[config.mk]
export PLATFORM = sky130hd
export DESIGN_NAME = wvb_rdout_sched
export DESIGN_NICKNAME = d
export VERILOG_FILES = /design/src/rtl/wvb_rdout_pkg.sv /design/src/rtl/wvb_rr_arb.sv /design/src/rtl/wvb_rdout_sched.sv
export SDC_FILE = /design/constraint.sdc
export NUM_CORES = 1
export LEC_CHECK = 0
export ABC_CLOCK_PERIOD_IN_PS = 5350
export BUFFER_PORTS_ARGS = -buffer_cell sky130_fd_sc_hd__buf_2
export CORE_MARGIN = 10
export CORE_UTILIZATION = 59
export CTS_CLUSTER_DIAMETER = 50
export DETAILED_ROUTE_END_ITERATION = 8
export PLACE_DENSITY_LB_ADDON = 0.05
export SLEW_MARGIN = 25
export SYNTH_ARGS = -nofsm -noshare
export SYNTH_HDL_FRONTEND = slang
export SYNTH_HIERARCHICAL = 1
export SYNTH_SLANG_ARGS = --single-unit
[constraint.sdc]
create_clock -name clk_i -period 5.35 [get_ports clk_i]
set_input_delay 0.2675 -clock clk_i [delete_from_list [all_inputs] [get_ports clk_i]]
set_output_delay 0.2675 -clock clk_i [all_outputs]
set_load 0.01 [all_outputs]
[src/rtl/wvb_rdout_pkg.sv]
// Shared FSM state type, default configuration and width helper for the waveform-buffer
// readout scheduler.
package wvb_rdout_pkg;

    localparam int unsigned DefNChan    = 4;
    localparam int unsigned DefAdrWidth = 12;
    localparam int unsigned DefHdrLat   = 2;
    localparam int unsigned DefTimeout  = 1023;

    typedef enum logic [2:0] {
        StIdle,
        StHdrRd,
        StHdrWait,
        StData,
        StDone
    } rdout_state_e;

    // Index width that never collapses to zero bits.
    function automatic int unsigned idx_width(int unsigned n);
        return (n > 1) ? $clog2(n) : 1;
    endfunction

endpackage

[src/rtl/wvb_rr_arb.sv]
// Round-robin channel arbiter: picks the first requesting channel after last_i, wrapping.
module wvb_rr_arb
    import wvb_rdout_pkg::*;
#(
    parameter int unsigned NReq = DefNChan,
    localparam int unsigned IdxW = idx_width(NReq)
) (
    input  logic [NReq-1:0] req_i,
    input  logic [IdxW-1:0] last_i,
    output logic [IdxW-1:0] grant_o,
    output logic            valid_o
);

    int unsigned cand;

    always_comb begin
        grant_o = '0;
        valid_o = 1'b0;
        cand    = 0;
        // Walk from the farthest offset to the nearest so the nearest requester wins.
        for (int unsigned i = NReq; i >= 1; i--) begin
            cand = 32'(last_i) + i;
            if (cand >= NReq) begin
                cand = cand - NReq;
            end
            if (req_i[IdxW'(cand)]) begin
                grant_o = IdxW'(cand);
                valid_o = 1'b1;
            end
        end
    end

endmodule

[src/rtl/wvb_rdout_sched.sv]
// Waveform-buffer readout scheduler: round-robin grant, header fetch, sample strobing.
// Defining WVB_RDOUT_TIMEOUT_EN adds a stall timeout that aborts an event and flags it.
module wvb_rdout_sched
    import wvb_rdout_pkg::*;
#(
    parameter int unsigned P_N_CHAN    = DefNChan,
    parameter int unsigned P_ADR_WIDTH = DefAdrWidth,
    parameter int unsigned P_HDR_LAT   = DefHdrLat,
    parameter int unsigned P_TIMEOUT   = DefTimeout,
    localparam int unsigned IdxW = idx_width(P_N_CHAN)
) (
    input  logic                   clk_i,
    input  logic                   rst_ni,
    input  logic [P_N_CHAN-1:0]    chan_en_i,
    input  logic [P_N_CHAN-1:0]    hdr_empty_i,
    input  logic [P_ADR_WIDTH-1:0] sel_start_addr_i,
    input  logic [P_ADR_WIDTH-1:0] sel_stop_addr_i,
    input  logic                   dout_ready_i,
    output logic [IdxW-1:0]        sel_chan_o,
    output logic [P_N_CHAN-1:0]    hdr_rdreq_o,
    output logic [P_N_CHAN-1:0]    wvb_rdreq_o,
    output logic [P_N_CHAN-1:0]    wvb_rddone_o,
    output logic                   evt_start_o,
    output logic [P_ADR_WIDTH:0]   evt_len_o,
    output logic                   busy_o,
    output logic                   timeout_err_o
);

    localparam int unsigned LenW  = P_ADR_WIDTH + 1;
    localparam int unsigned WaitW = idx_width(P_HDR_LAT);

    logic [1:0]            rst_sync_q;
    logic                  rst_int_n;
    rdout_state_e          state_q, state_d;
    logic [IdxW-1:0]       sel_q, sel_d;
    logic [IdxW-1:0]       last_q, last_d;
    logic [WaitW-1:0]      wait_q, wait_d;
    logic [LenW-1:0]       cnt_q, cnt_d;
    logic [LenW-1:0]       len_q, len_d;
    logic [P_N_CHAN-1:0]   req;
    logic [IdxW-1:0]       grant_idx;
    logic                  grant_valid;
    logic [P_ADR_WIDTH-1:0] addr_diff;
    logic [LenW-1:0]       len_calc;
    logic [P_N_CHAN-1:0]   chan_oh;
    logic                  hdr_pulse;
    logic                  strobe;
    logic                  done_pulse;
    logic                  evt_start;

`ifdef WVB_RDOUT_TIMEOUT_EN
    localparam int unsigned ToW = idx_width(P_TIMEOUT);
    logic [ToW-1:0] to_cnt_q, to_cnt_d;
    logic           err_q, err_d;
`else
    logic           unused_timeout;
    assign unused_timeout = (P_TIMEOUT == 0);
`endif

    // Assert asynchronously, release only after two clean clock edges.
    always_ff @(posedge clk_i or negedge rst_ni) begin
        if (!rst_ni) begin
            rst_sync_q <= 2'b00;
        end else begin
            rst_sync_q <= {rst_sync_q[0], 1'b1};
        end
    end
    assign rst_int_n = rst_sync_q[1];

    assign req = chan_en_i & ~hdr_empty_i;

    wvb_rr_arb #(
        .NReq (P_N_CHAN)
    ) u_arb (
        .req_i   (req),
        .last_i  (last_q),
        .grant_o (grant_idx),
        .valid_o (grant_valid)
    );

    // Modular difference makes a wrapped buffer region come out naturally.
    assign addr_diff = sel_stop_addr_i - sel_start_addr_i;
    assign len_calc  = {1'b0, addr_diff} + LenW'(1);

    always_comb begin
        state_d    = state_q;
        sel_d      = sel_q;
        last_d     = last_q;
        wait_d     = wait_q;
        cnt_d      = cnt_q;
        len_d      = len_q;
        hdr_pulse  = 1'b0;
        strobe     = 1'b0;
        done_pulse = 1'b0;
        evt_start  = 1'b0;
`ifdef WVB_RDOUT_TIMEOUT_EN
        to_cnt_d   = '0;
        err_d      = err_q;
`endif
        unique case (state_q)
            StIdle: begin
                if (grant_valid) begin
                    sel_d   = grant_idx;
                    state_d = StHdrRd;
                end
            end
            StHdrRd: begin
                hdr_pulse = 1'b1;
                wait_d    = '0;
                state_d   = StHdrWait;
            end
            StHdrWait: begin
                if (wait_q == WaitW'(P_HDR_LAT - 1)) begin
                    evt_start = 1'b1;
                    len_d     = len_calc;
                    cnt_d     = len_calc;
                    state_d   = StData;
                end else begin
                    wait_d = wait_q + 1'b1;
                end
            end
            StData: begin
                strobe = dout_ready_i;
                if (dout_ready_i) begin
                    cnt_d = cnt_q - 1'b1;
                    if (cnt_q == LenW'(1)) begin
                        state_d = StDone;
                    end
                end
`ifdef WVB_RDOUT_TIMEOUT_EN
                else if (to_cnt_q == ToW'(P_TIMEOUT - 1)) begin
                    state_d = StDone;
                    err_d   = 1'b1;
                end else begin
                    to_cnt_d = to_cnt_q + 1'b1;
                end
`endif
            end
            StDone: begin
                done_pulse = 1'b1;
                last_d     = sel_q;
                state_d    = StIdle;
            end
            default: state_d = StIdle;
        endcase
    end

    always_ff @(posedge clk_i or negedge rst_int_n) begin
        if (!rst_int_n) begin
            state_q <= StIdle;
            sel_q   <= '0;
            last_q  <= IdxW'(P_N_CHAN - 1);
            wait_q  <= '0;
            cnt_q   <= '0;
            len_q   <= '0;
        end else begin
            state_q <= state_d;
            sel_q   <= sel_d;
            last_q  <= last_d;
            wait_q  <= wait_d;
            cnt_q   <= cnt_d;
            len_q   <= len_d;
        end
    end

`ifdef WVB_RDOUT_TIMEOUT_EN
    always_ff @(posedge clk_i or negedge rst_int_n) begin
        if (!rst_int_n) begin
            to_cnt_q <= '0;
            err_q    <= 1'b0;
        end else begin
            to_cnt_q <= to_cnt_d;
            err_q    <= err_d;
        end
    end
    assign timeout_err_o = err_q;
`else
    assign timeout_err_o = 1'b0;
`endif

    assign chan_oh      = P_N_CHAN'(1) << sel_q;
    assign sel_chan_o   = sel_q;
    assign hdr_rdreq_o  = hdr_pulse  ? chan_oh : '0;
    assign wvb_rdreq_o  = strobe     ? chan_oh : '0;
    assign wvb_rddone_o = done_pulse ? chan_oh : '0;
    assign evt_start_o  = evt_start;
    assign evt_len_o    = evt_start ? len_calc : len_q;
    assign busy_o       = (state_q != StIdle);

endmodule

==> key figures <==
Place
  – Port Buffers: 63
  – Placed cell count: 443
  – Gpl congestion: 0.830
  – Detailed Place HPWL: 5140 um
  – Pre-CTS WS: 2.05 ns

Worst setup path
  – Cells along the critical path: buf_2 -> inv_1 -> ha_1 -> inv_1 -> fa_1 -> a211oi_2 -> o21ai_2 -> a21boi_2 -> nor3b_2 -> o211a_1 -> nor2_1 -> or4_4 -> o21ai_1 -> buf_2
  – Largest fanout on the critical path: 4
  – CP required: 5.08 ns
  – Crit path kind: in2out
  – Arr. time, crit path: 3.05 ns
  – CP max stage delay: 0.54 ns
  – Setup crit start kind: primary input
  – Crit path max-delay family: compound AO/OA/AOI/OAI gates
  – Crit path buf inv count: 4
  – Crit. End Element: output port
  – Slowest cell on the critical path: or4_4

Layout
  – Layout cell share with drive strength beyond 1: 0.243
  – Final std cells w/o fill: 452
  – NumNets Final: 449
  – Area growth from synthesis to layout: 16.8%
  – Final Util: 0.730
  – Antenna Cells: 0

Clock network
  – TritonCTS clock tree: yes
  – Skew-Pair Late Insertion Delay: 0.29 ns
  – CTS Root Cell: clkbuf_8
  – Hold_buf cts: 1
  – Max clock buf depth: 2
  – Post-CTS Resized: 0
  – CTS Sinks: 36
  – CTS Buf Count: 5
  – Clock transition at path regs: 0.07 ns
  – Post-CTS Setup Inserts: 0
  – H-tree depth: 2

Detailed routing
  – Post-route ant nets: 0
  – Iteration-0 DRC Markers: 163
  – Wire length per cell: 14.3 um
  – Final WL: 6480 um
  – Drt drc: 0
  – Routed vias/inst: 5.62
  – Drt first pass iters: 4
  – Via count: 2,539

STA
  – Pins Over Slew Limit: 0
  – RSZ-0062 raised after global routing: no
  – Fin. Hold Viols: 0
  – Setup violators final: 0
  – Setup WS post-layout: 2.04 ns
  – Clock Skews: 0.00912 ns
  – Fin crit share: 0.619
  – Fin crit period: 3.31 ns
  – Max Fclk: 302 MHz
  – Setup TNS: 0 ns
  – Fin Hold WS: 0.263 ns

GRT
  – Total GRT Usage: 0.171
  – Vias in the first global route: 2,356
  – Total gr overflow: 0
  – First-pass GRT wire length: 10,800 um
  – Pin count of the biggest net entering global routing: 35
  – Initial antenna violation count: 0

Die
  – Die height: 88.6 um
  – Row Count: 24
  – Core area: 4440 sq um
  – Chip width: 88.6 um
  – I/O Pins: 65
  – Die area: 7850 sq um
  – Starting Density: 0.625

Run status
  – Status: completed

Synth
  – Post-synth top area share: 0.306
  – Synth cell count leaders: 41 x nand2_1, 34 x dfrtp_1, 34 x nor2_1
  – Net count after synthesis: 385
  – Number of synthesized flops with an enable pin: 0
  – Most numerous cell in the Yosys netlist: nand2_1
  – Yosys cell types: 65
  – Ys async rst share: 1.00
  – Synth Instances: 335
  – Synth top area cells: dfrtp_1 31%, ha_1 6.3%, nand2_1 5.5%
  – Syn. warnings: 6
  – Syn_area_per_cell: 8.29 sq um
  – Flop and latch count out of synthesis: 36
  – Seq/Total Area, Yosys: 0.325
  – Ys flop type: dfrtp_1
  – Post-synthesis instance area: 2780 sq um
  – Cell taking the most area after synthesis: dfrtp_1

Power
  – Peak VDD IR: 0.000178 V
  – Lkg Pwr: 1.61 nW
  – PD cells: 484 nW/um^2

Job
  – Maximum capacitance violations: 0

Min path
  – Hold Crit Class: reg2async
## metrics by stage
| step | instance area, sq um | total power (W) |
|---|---|---|
| 5_1_grt | 3250 | 0.00172 |
| 3_5_place_dp | 3130 | 0.00134 |
| 3_3_place_gp | 3130 | 0.00132 |
| 6_report | 3250 | 0.00157 |
| 2_1_floorplan | 2780 | 0.00110 |
| 4_1_cts | 3250 | 0.00158 |
## layout by cell type (no fill, tap or decap), drive strengths merged, types with 2 or more instances in the layout
cell,n
a211oi,6
a21o,5
a21oi,18
a221o,2
a22o,2
a31oi,2
and2,3
and3,6
and4,2
buf,65
clkbuf,6
conb,2
dfrtp,34
dfstp,2
ha,14
inv,25
mux2,4
mux2i,2
nand2,41
nand2b,8
nand3,9
nand3b,2
nand4,3
nor2,34
nor2b,5
nor3,13
nor3b,4
o211ai,3
o21a,2
o21ai,36
o31ai,2
or3,2
xnor2,6
xor2,7
## layer usage
| metal | track usage | part of all wire |
|---|---|---|
| met5 | 0 | 0 |
| met4 | 0.0631 | 0.013 |
| met3 | 0.0322 | 0.030 |
| met2 | 0.281 | 0.51 |
| met1 | 0.217 | 0.45 |
## path summary, 6_finish.rpt
kind                                    start       endpoint  slack (ns)  cells past startpoint
max                        sel_stop_addr_i[0]  evt_len_o[12]        2.04                     14
max in group asynchronous       rst_sync_q[1]      last_q[1]        4.76                      1
min reg2reg                     rst_sync_q[1]      len_q[11]        0.26                      1
max reg2reg                        state_q[1]       cnt_q[9]        2.91                      5
min in group clk_i              rst_sync_q[0]  rst_sync_q[1]        0.36                      0
min                             rst_sync_q[1]      len_q[11]        0.26                      1
## worst register-to-register path, stage by stage (launching register included)
cell	delay [ns]
dfrtp_1	0.51
and3_1	0.51
nand2_1	0.32
nand2_1	0.43
o21ai_0	0.17
a221o_1	0.38
## sequential cells by signal (all words and copies together), names as in the netlist
signal / count
cnt_q: 13
last_q: 2
len_q: 13
rst_sync_q: 2
sel_chan_o: 2
state_q: 3
wait_q: 1
## cell families after synthesis
family | Yosys count | share of synthesized area
simple gates | 139 | 0.254
compound gates | 89 | 0.223
flops | 36 | 0.325
buf+inv | 34 | 0.0500
fa+ha+maj | 15 | 0.0703
xor+xnor | 14 | 0.0518
mux | 6 | 0.0234
other cells | 2 | 0.00270
## where the power goes
| part | switching, W | total (W) | internal [W] | leakage (nW) |
|---|---|---|---|---|
| Clock | 0.0000927 | 0.000231 | 0.000138 | 0.0552 |
| Combinational | 0.000493 | 0.000825 | 0.000331 | 1.12 |
| Sequential | 0.000108 | 0.000515 | 0.000407 | 0.430 |
| Total | 0.000694 | 0.00157 | 0.000877 | 1.61 |
## cell type report
cell class / instances / area, sq um
multi-input cells: 265 / 1740
inverters: 25 / 93.8
clock buffers: 6 / 72.6
flip-flops and latches: 36 / 903
repair buffers: 66 / 340
clock inverters: 2 / 35.0
fillers: 373 / 1200
well taps: 52 / 65.1
Note: power is estimated with default switching activity, not from simulation.
